**config.mk**
```make
export PLATFORM = sky130hd
export DESIGN_NAME = hazard_stall_unit
export DESIGN_NICKNAME = d
export VERILOG_FILES = /design/src/rtl/hazard_stall_unit.sv
export SDC_FILE = /design/constraint.sdc
export NUM_CORES = 1
export LEC_CHECK = 0
export CORE_ASPECT_RATIO = 1.75
export CORE_MARGIN = 5
export CORE_UTILIZATION = 28
export DETAILED_ROUTE_END_ITERATION = 12
export GPL_TIMING_DRIVEN = 0
export PLACE_DENSITY_LB_ADDON = 0.05
export SETUP_SLACK_MARGIN = 0.4
export SYNTH_ARGS = -nofsm -noshare
export SYNTH_HDL_FRONTEND = slang
export SYNTH_SLANG_ARGS = --single-unit
```
**constraint.sdc**
```tcl
create_clock -name clk -period 1.3 [get_ports clk]
set_clock_uncertainty 0.1 [all_clocks]
set_input_delay 0.195 -clock clk [delete_from_list [all_inputs] [get_ports clk]]
set_output_delay 0.195 -clock clk [all_outputs]
set_load 0.03 [all_outputs]
```
**src/rtl/hazard_stall_unit.sv**
```systemverilog
// rtl/hazard_stall_unit.sv - pipeline stall/flush controller with memory-wait watchdog
// Optional feature: define HAZARD_PERF_CNT_EN to build the stall/flush performance counters.
module hazard_stall_unit #(
  parameter int TIMEOUT_CYCLES = 16
) (
  input  logic        clk,
  input  logic        rst_n,
  input  logic        ID_EX_MemRead,
  input  logic [4:0]  ID_EX_rd,
  input  logic [4:0]  IF_ID_rs1,
  input  logic [4:0]  IF_ID_rs2,
  input  logic        IF_ID_use_rs1,
  input  logic        IF_ID_use_rs2,
  input  logic        EX_branch_taken,
  input  logic        mem_busy,
  output logic        PC_write_en,
  output logic        IF_ID_write_en,
  output logic        IF_ID_flush,
  output logic        ID_EX_write_en,
  output logic        ID_EX_bubble,
  output logic        EX_MEM_write_en,
  output logic        MEM_WB_write_en,
  output logic        mem_timeout,
  output logic [31:0] stall_cycles,
  output logic [31:0] flush_count
);

  localparam int CW = $clog2(TIMEOUT_CYCLES);
  localparam logic [CW-1:0] WAIT_LAST = CW'(TIMEOUT_CYCLES - 1);

  typedef enum logic [1:0] {
    S_RUN      = 2'd0,
    S_MEM_WAIT = 2'd1,
    S_ERROR    = 2'd2
  } state_t;

  state_t        state, state_next;
  logic [CW-1:0] wait_cnt, wait_next;
  logic          timeout_q, timeout_next;
  logic          load_use;

  // A load in EX whose destination is read by the decode-stage instruction (x0 never hazards)
  assign load_use = ID_EX_MemRead && (ID_EX_rd != 5'd0) &&
                    ((IF_ID_use_rs1 && (ID_EX_rd == IF_ID_rs1)) ||
                     (IF_ID_use_rs2 && (ID_EX_rd == IF_ID_rs2)));

  // State register with wait counter and sticky timeout flag
  always_ff @(posedge clk or negedge rst_n) begin
    if (!rst_n) begin
      state     <= S_RUN;
      wait_cnt  <= '0;
      timeout_q <= 1'b0;
    end else begin
      state     <= state_next;
      wait_cnt  <= wait_next;
      timeout_q <= timeout_next;
    end
  end

  // Next-state logic: count consecutive busy cycles and trip the watchdog on the last one
  always_comb begin
    state_next   = state;
    wait_next    = wait_cnt;
    timeout_next = timeout_q;
    case (state)
      S_RUN: begin
        if (mem_busy) begin
          state_next = S_MEM_WAIT;
          wait_next  = CW'(1);
        end
      end
      S_MEM_WAIT: begin
        if (mem_busy) begin
          if (wait_cnt == WAIT_LAST) begin
            state_next   = S_ERROR;
            timeout_next = 1'b1;
          end else begin
            wait_next = wait_cnt + CW'(1);
          end
        end else begin
          state_next = S_RUN;
          wait_next  = '0;
        end
      end
      S_ERROR: begin
        state_next = S_ERROR;
      end
      default: begin
        state_next = S_RUN;
        wait_next  = '0;
      end
    endcase
  end

  // Output logic: freeze beats branch flush, which beats the load-use bubble
  always_comb begin
    PC_write_en     = 1'b1;
    IF_ID_write_en  = 1'b1;
    ID_EX_write_en  = 1'b1;
    EX_MEM_write_en = 1'b1;
    MEM_WB_write_en = 1'b1;
    IF_ID_flush     = 1'b0;
    ID_EX_bubble    = 1'b0;
    if (!rst_n || (state == S_ERROR) || mem_busy) begin
      PC_write_en     = 1'b0;
      IF_ID_write_en  = 1'b0;
      ID_EX_write_en  = 1'b0;
      EX_MEM_write_en = 1'b0;
      MEM_WB_write_en = 1'b0;
    end else if (EX_branch_taken) begin
      IF_ID_flush  = 1'b1;
      ID_EX_bubble = 1'b1;
    end else if (load_use) begin
      PC_write_en    = 1'b0;
      IF_ID_write_en = 1'b0;
      ID_EX_bubble   = 1'b1;
    end
  end

  assign mem_timeout = timeout_q;

`ifdef HAZARD_PERF_CNT_EN
  logic [31:0] stall_q, flush_q;

  // Saturating counters: PC is held exactly on load-use stalls and freezes, flush marks redirects
  always_ff @(posedge clk or negedge rst_n) begin
    if (!rst_n) begin
      stall_q <= '0;
      flush_q <= '0;
    end else begin
      if (!PC_write_en && (stall_q != 32'hFFFF_FFFF)) stall_q <= stall_q + 32'd1;
      if (IF_ID_flush && (flush_q != 32'hFFFF_FFFF)) flush_q <= flush_q + 32'd1;
    end
  end

  assign stall_cycles = stall_q;
  assign flush_count  = flush_q;
`else
  assign stall_cycles = 32'd0;
  assign flush_count  = 32'd0;
`endif

endmodule

```
After elaboration in Yosys (flattened, before gate mapping)
Index checks and enable logic that the tools add are counted.
W data, S select, Z words.
- reduce and logical (&&, ||, !) cells: 13
- magnitude comparators: 0
- $add $sub $neg: 1
- shift operators: 0
- multipliers: 0
- bitwise gates (word level): 1
- eq/ne operators: 8
- mux-type cells: 17
- divide/modulo/power cells: 0
- operator list (cell ; count):
    $mux W4 ; 3
    $pmux W4 S3 ; 1
    $eq A5 B5 Y1 ; 2
    $mux W1 ; 9
    $mux W2 ; 3
    $ne A3 B3 Y1 const B ; 2
    $pmux W2 S3 ; 1
    $reduce_and A3 Y1 ; 2
    $reduce_bool A5 Y1 ; 1
    $add A4 B1 Y4 const B ; 1
    $eq A4 B4 Y1 const B ; 1
    $logic_and A1 B1 Y1 ; 4
    $logic_or A1 B1 Y1 ; 3
    $eq A2 B1 Y1 const B ; 1
    $eq A2 B2 Y1 const B ; 1
    $logic_not A2 Y1 ; 1
    $ne A2 B2 Y1 const B ; 1
    $reduce_and A2 Y1 ; 1
    $logic_not A1 Y1 ; 1
    $not A1 Y1 ; 1
- register bits after elaboration: 7
- bits in latches: 0
- bits in read-only memories: 0
- input bits: 22
- memories: 0
- RAM bits: 0

Depth between registers and ports, before layout
Gate-level depths: netlist of the first run.
- word-level depth: 7
- gate-level depth with buffers: 5

Worst setup path after synthesis of the first run
OpenSTA, ideal clock, no wires.
- path kind: reg-to-output
- start point: reg state[1]
- end point: out ID_EX_bubble
- cell stages (with the launch flop): 5
- slack: -0.828 ns
- required time: 1.005 ns
- buffers on the path: 0
- arrival time: 1.833 ns
- cells stage by stage: dfrtp_1 nor2b_1 nor3b_2 and2_1 o21bai_1
- cells in the longest elaborated chain, start to end: 4
- RTL lines (item ; line ; source):
    start: declaration ; 37 ; state_t state, state_next;
    start signal: assignment ; 54 ; state <= state_next;
    $eq A2 B2 Y1 ; 104 ; if (!rst_n || (state == S_ERROR) || mem_busy) begin
    $logic_or A1 B1 Y1 (2 in a row) ; 104 ;
    $mux W1 ; 104 ;
    end: declaration ; 20 ; output logic ID_EX_bubble,
Every way passes these cells.

Worst setup path after layout of the first run
- start point: in IF_ID_rs2[0]
- end point: out PC_write_en
- cells in the longest elaborated chain, start to end: 7
- RTL lines (item ; line ; source):
    start: declaration ; 11 ; input logic [4:0] IF_ID_rs2,
    $eq A5 B5 Y1 ; 45 ; (IF_ID_use_rs2 && (ID_EX_rd == IF_ID_rs2)));
    $logic_and A1 B1 Y1 ; 45 ;
    $logic_or A1 B1 Y1 ; 44 ; ((IF_ID_use_rs1 && (ID_EX_rd == IF_ID_rs1)) ||
    $logic_and A1 B1 Y1 ; 43 ; assign load_use = ID_EX_MemRead && (ID_EX_rd != 5'd0) &&
    $mux W1 ; 113 ; end else if (load_use) begin
    $mux W1 ; 110 ; end else if (EX_branch_taken) begin
    $mux W1 ; 104 ;
    end: declaration ; 16 ; output logic PC_write_en,
Every way passes these cells.

==> key figures, run 1 <==
Timing
  – Fmax: 553 MHz
  – PnR worst setup slack: -0.508 ns
  – Worst hold slack: -0.154 ns
  – Final min period: around 1.8 ns
  – RSZ-0062 raised after global routing: true
  – Fin crit share: 1.39
  – Final setup fails: 11
  – Final hold vios: 7
  – Pins Over Slew Limit: 0

Layout
  – Share of cells above drive strength 1: 0.502
  – Synth-to-Final Area Change: 80.1%
  – ANT cells: 0
  – Finished Core Util: 0.528
  – Most frequent cells in the layout: buf_4 (72), conb_1 (64), buf_6 (12)
  – Nets: 249
  – Most common cell after layout, fill and taps aside: buf_4

Floorplanning
  – Die width: roughly 55 µm
  – Core area: 0.00340 mm²
  – Core Rows: 28
  – Die Y: about 89 µm
  – Die area: 0.00490 mm²
  – Io pins: 94
  – Initial Util: 0.293

Global route
  – Initial antenna violation count: 0
  – Largest net degree at the start of global routing: 9
  – Total grt overflow: 0
  – GR Util All Layers: 0.105
  – Vias in the first global route: 898
  – First-pass GRT wire length: approximately 3.9 mm

Synth
  – Avg Inst Size Synth: 8.38 µm²
  – Post-synthesis async set-or-reset flop share: 1.00
  – Top_reg_cell synth: dfrtp_1
  – Number of flops mapped to enable cells by yosys: 0
  – Yosys cell types: 28
  – Number of register bits inferred by synthesis: 7
  – Synth Cell Area: 997 µm²
  – Synth warn: 0
  – Seq/Total Area, Yosys: 0.176
  – Synth Instances: 119

Worst setup path
  – CP Capture Type: output port
  – Setup CP Type: in -> out
  – Crit Path Max Fanout: 2
  – Crit start category: input port
  – Required @ worst endpoint: 1.00 ns
  – CP arrival: 1.51 ns

Routing
  – WL per Instance: 9.76 µm
  – Vias: 916
  – Drt pass-1 iters: 2
  – # DRC: 0
  – Vias per Instance: 3.39
  – Antenna Violating Nets Remaining: 0
  – DRT Wirelength: ~2.6 mm
  – DRT iter0 DRCs: 5

Job
  – Max-Cap Viols: 0

Clock tree
  – Clk sink count: 7
  – Clock transition at path regs: around 0.040 ns
  – Total CTS buffers: 3
  – Clock latency on the worst-skew pair: 0.23 ns
  – Htree depth: 1
  – CTS tree: yes
  – CTS root buf: clkbuf_8
  – Clk buf depth: 2

Placement
  – DP HPWL: 2.17 mm
  – Final GP Congestion: 0.653
  – PortBufs: 29
  – Setup Slack @ Placement: -1.35 ns

Pwr
  – Leakage dissipation: a little over 1 nW
  – Pwr Density: 669 mW/mm²
  – Overall Power: 1.20 mW
  – VDD IR max: a little over 0.4 mV

Run status
  – Failing checks: negative hold slack, negative setup slack
  – Status: finished with violations

Min path
  – Worst Hold Class: in -> async
==> critical path: stages <==
cell and delay, ns:
dlygate4sd2_1 0.24, xor2_1 0.15, nor4_2 0.28, a32oi_2 0.11, o31a_1 0.29, buf_6 0.12
buf_6 0.12
==> registers in the layout, indices dropped and copies added, names as in the netlist <==
register	flops
wait_cnt	4
mem_timeout	1
state	2
==> per-stage QoR <==
stage          setup TNS (ns)  area, µm²  std cells
5_1_grt                 -4.13       1800        270
4_1_cts                 -3.03       1720        265
3_3_place_gp            -8.88       1610        256
2_1_floorplan           -2.16       1260        182
3_5_place_dp            -9.20       1610        256
6_report                -3.29       1800        270
==> repair_timing <==
action,in CTS,in global routing
setup endpoints to repair,15,15
buffers inserted,5,5
endpoints found under the hold margin,7,7
resized for setup,103,8
pin swaps,13,5
==> per-layer routing <==
layer,vias up,track usage,part of all wire
li1,468,-,-
met1,396,0.103,0.30
met2,48,0.194,0.59
met3,4,0.0367,0.097
met4,0,0.0398,0.013
met5,-,0,0
==> cells in the mapped netlist, types with 2 or more instances <==
cell type,number,share of area
xor2_1,8,0.070
nand2_1,4,0.015
xnor2_1,3,0.026
nand2b_1,3,0.019
o21ai_0,2,0.010
buf_4,67,0.50
nor2b_1,2,0.013
o22ai_1,2,0.013
dfrtp_1,7,0.18
nor2_1,3,0.011
==> kinds of logic after synthesis <==
family / synth area share
DFF: 0.176
AOI/OAI and AO/OA: 0.0765
adders and majority gates: 0.0125
and+or+nand+nor: 0.130
xor gates and xnor gates: 0.0966
other: 0.00376
buffers and inverters: 0.504
==> final cells by class <==
cell class	count	area, µm²
Clock buffer	4	45.0
Buffer	67	514
Sequential cell	7	176
Fill cell	344	1600
Timing Repair Buffer	39	355
Tap cell	45	56.3
Multi-Input combinational cell	108	648
==> worst paths after layout <==
path,start,endpoint,depth (start not counted),slack (ns)
min reg2reg,state[0],wait_cnt[0],1,0.49
min,rst_n,wait_cnt[1],1,-0.15
min in group clk,state[0],wait_cnt[0],1,0.49
max reg2reg,wait_cnt[1],wait_cnt[0],5,-0.06
max,IF_ID_rs2[0],PC_write_en,7,-0.51
max in group asynchronous,rst_n,state[0],1,0.97
==> power by group <==
| part | switching [mW] | total [mW] | internal (mW) |
|---|---|---|---|
| combinational | 0.381 | 0.647 | 0.266 |
| sequential | 0.0120 | 0.243 | 0.231 |
| clock | 0.0988 | 0.311 | 0.213 |
| total | 0.491 | 1.20 | 0.710 |
Note: power is estimated with default switching activity, not from simulation.
==> inputs of run 2 (changes only) <==
Settings changed: MAX_ROUTING_LAYER set to met4.
Clock period 1.3 ns to 1.5 ns, I/O delays scaled along.
==> key figures, run 2 (synthesis results as in run 1) <==
Timing
  – Worst hold slack: 0.402 ns (+0.556 ns)
  – Fmax: 546 MHz
  – Final hold vios: 0 (-7)
  – RSZ-0062 raised after global routing: true
  – Final min period: 1.83 ns
  – Fin crit share: 1.22
  – Setup_tns: -1.81 ns (+1.47 ns)
  – Final setup fails: 7 (-4)
  – PnR worst setup slack: -0.331 ns (+0.177 ns)
  – Pins Over Slew Limit: 0 (unchanged)

Floorplanning
  – Io pins: 94 (unchanged)
  – Die area: 0.00490 mm² (unchanged)
  – Core Rows: 28 (unchanged)
  – Core area: 0.00340 mm² (unchanged)
  – Initial Util: 0.293 (unchanged)
  – Die Y: 88.9 µm (unchanged)
  – Die width: 55.1 µm (unchanged)

Worst setup path
  – CP Capture Type: output port
  – Setup CP Type: reg -> out
  – Crit Path Max Fanout: 5 (+3)
  – CP arrival: 1.51 ns (about the same)
  – Crit start category: flip-flop
  – Required @ worst endpoint: 1.17 ns (+0.17 ns)

Layout
  – Non-Filler Instances: 272 (+0.74%)
  – Most frequent cells in the layout: buf_4 (69), conb_1 (64), buf_6 (18)
  – Most common cell after layout, fill and taps aside: buf_4
  – Nets: 251 (+0.80%)
  – Finished Core Util: 0.548 (+0.0199)
  – Register area: 176 µm² (unchanged)
  – Share of cells above drive strength 1: 0.529 (+0.0264)
  – Multi-input logic area: 683 µm² (+5.4%)
  – Synth-to-Final Area Change: 86.8%
  – Largest register by flop count: wait_cnt
  – Fillers: 342 (-0.58%)
  – ANT cells: 0 (unchanged)
  – Largest register FFs: 4 (unchanged)

Routing
  – DRT iter0 DRCs: 6 (+1)
  – Uppermost routed layer: met4
  – Vias per Instance: 3.39 (-0.19%)
  – DRT Wirelength: 2.62 mm (-0.72%)
  – WL per Instance: 9.62 µm (-1.5%)
  – Antenna Violating Nets Remaining: 0 (unchanged)
  – Vias: 921 (+0.55%)
  – Metal-1 WL: 868 µm (+9.9%)
  – Met3 wire len: 256 µm (+0.39%)
  – Drt pass-1 iters: 4 (+2)
  – Metal2 WL: 1.46 mm (-6.0%)
  – # DRC: 0 (unchanged)

Global route
  – GR Util All Layers: 0.113 (+0.00780)
  – Largest net degree at the start of global routing: 8 (-1)
  – Vias in the first global route: 933 (+3.9%)
  – Initial antenna violation count: 0 (unchanged)
  – Total grt overflow: 0 (unchanged)
  – First-pass GRT wire length: 3.96 mm (+1.2%)

Pwr
  – VDD IR max: 0.436 mV (+8.1%)
  – Leakage dissipation: 1.05 nW (+3.4%)
  – Pwr Density: 568 mW/mm² (-15%)

Clock tree
  – Clk buf depth: 2 (unchanged)
  – Total CTS buffers: 3 (unchanged)
  – Clk sink count: 7 (unchanged)
  – Clock latency on the worst-skew pair: 0.22 ns (about the same)
  – Htree depth: 1 (unchanged)
  – CTS tree: yes
  – Clock transition at path regs: 0.04 ns (about the same)
  – CTS root buf: clkbuf_8

Placement
  – DP HPWL: 2.08 mm (-4.2%)
  – PortBufs: 29 (unchanged)
  – Placed Instances: 256 (unchanged)
  – Final GP Congestion: 0.737 (+13%)

Run status
  – Failing checks: negative setup slack
  – Status: finished with violations

Min path
  – Worst Hold Class: reg -> reg

Job
  – Max-Cap Viols: 0 (unchanged)
==> run 2: what timing repair did <==
action                     4_1_cts  5_1_grt
hold endpoints to repair         7        0
setup endpoints to repair       15       15
buffers inserted                10        1
pin swaps                       18        3
hold buffers                     1        0
resized for setup              119       10
==> run 2: cell type report <==
class	instances	share of cell area
multi-input cells	108	0.367
plain buffers	67	0.276
repair buffers	41	0.208
flip-flops and latches	7	0.0947
well taps	45	0.0302
clock buffers	4	0.0242
==> run 2: power breakdown <==
| part | internal (mW) | leakage, nW | switching, mW | total, mW |
|---|---|---|---|---|
| clock | 0.183 | 0.0228 | 0.0766 | 0.260 |
| sequential | 0.201 | 0.0909 | 0.00925 | 0.210 |
| combinational | 0.246 | 0.935 | 0.342 | 0.588 |
| total | 0.630 | 1.05 | 0.428 | 1.06 |
==> run 2: routing by layer <==
| layer | GRT usage | vias up |
|---|---|---|
| met5 | - | - |
| met4 | 0.0332 | 0 |
| met3 | 0.0334 | 4 |
| met2 | 0.203 | 57 |
| met1 | 0.114 | 386 |
| li1 | - | 474 |
==> run 2: worst max-delay path, stage by stage (launching register included) <==
cell,delay [ns]
dfrtp_1,0.37
nor2b_4,0.14
nor3b_4,0.30
o211ai_1,0.18
o21bai_2,0.15
buf_6,0.15
==> run 2: stage by stage <==
step                power, mW  cell area (µm²)  worst slack, ns
floorplan               0.634             1260           -0.386
global placement        0.731             1610            -1.22
detailed placement      0.734             1610            -1.22
CTS                      1.04             1810           -0.341
global route             1.12             1860           -0.408
finish                   1.06             1860           -0.331
==> run 2: final timing paths <==
path	from	to	slack (ns)	depth (start not counted)
setup reg to reg	state[0]	wait_cnt[1]	0.14	5
hold reg to reg	mem_timeout	mem_timeout	0.40	1
min in group asynchronous	rst_n	mem_timeout	0.46	2
max in group asynchronous	rst_n	state[0]	0.56	2
setup / recovery	state[1]	ID_EX_bubble	-0.33	5
hold / removal	mem_timeout	mem_timeout	0.40	1
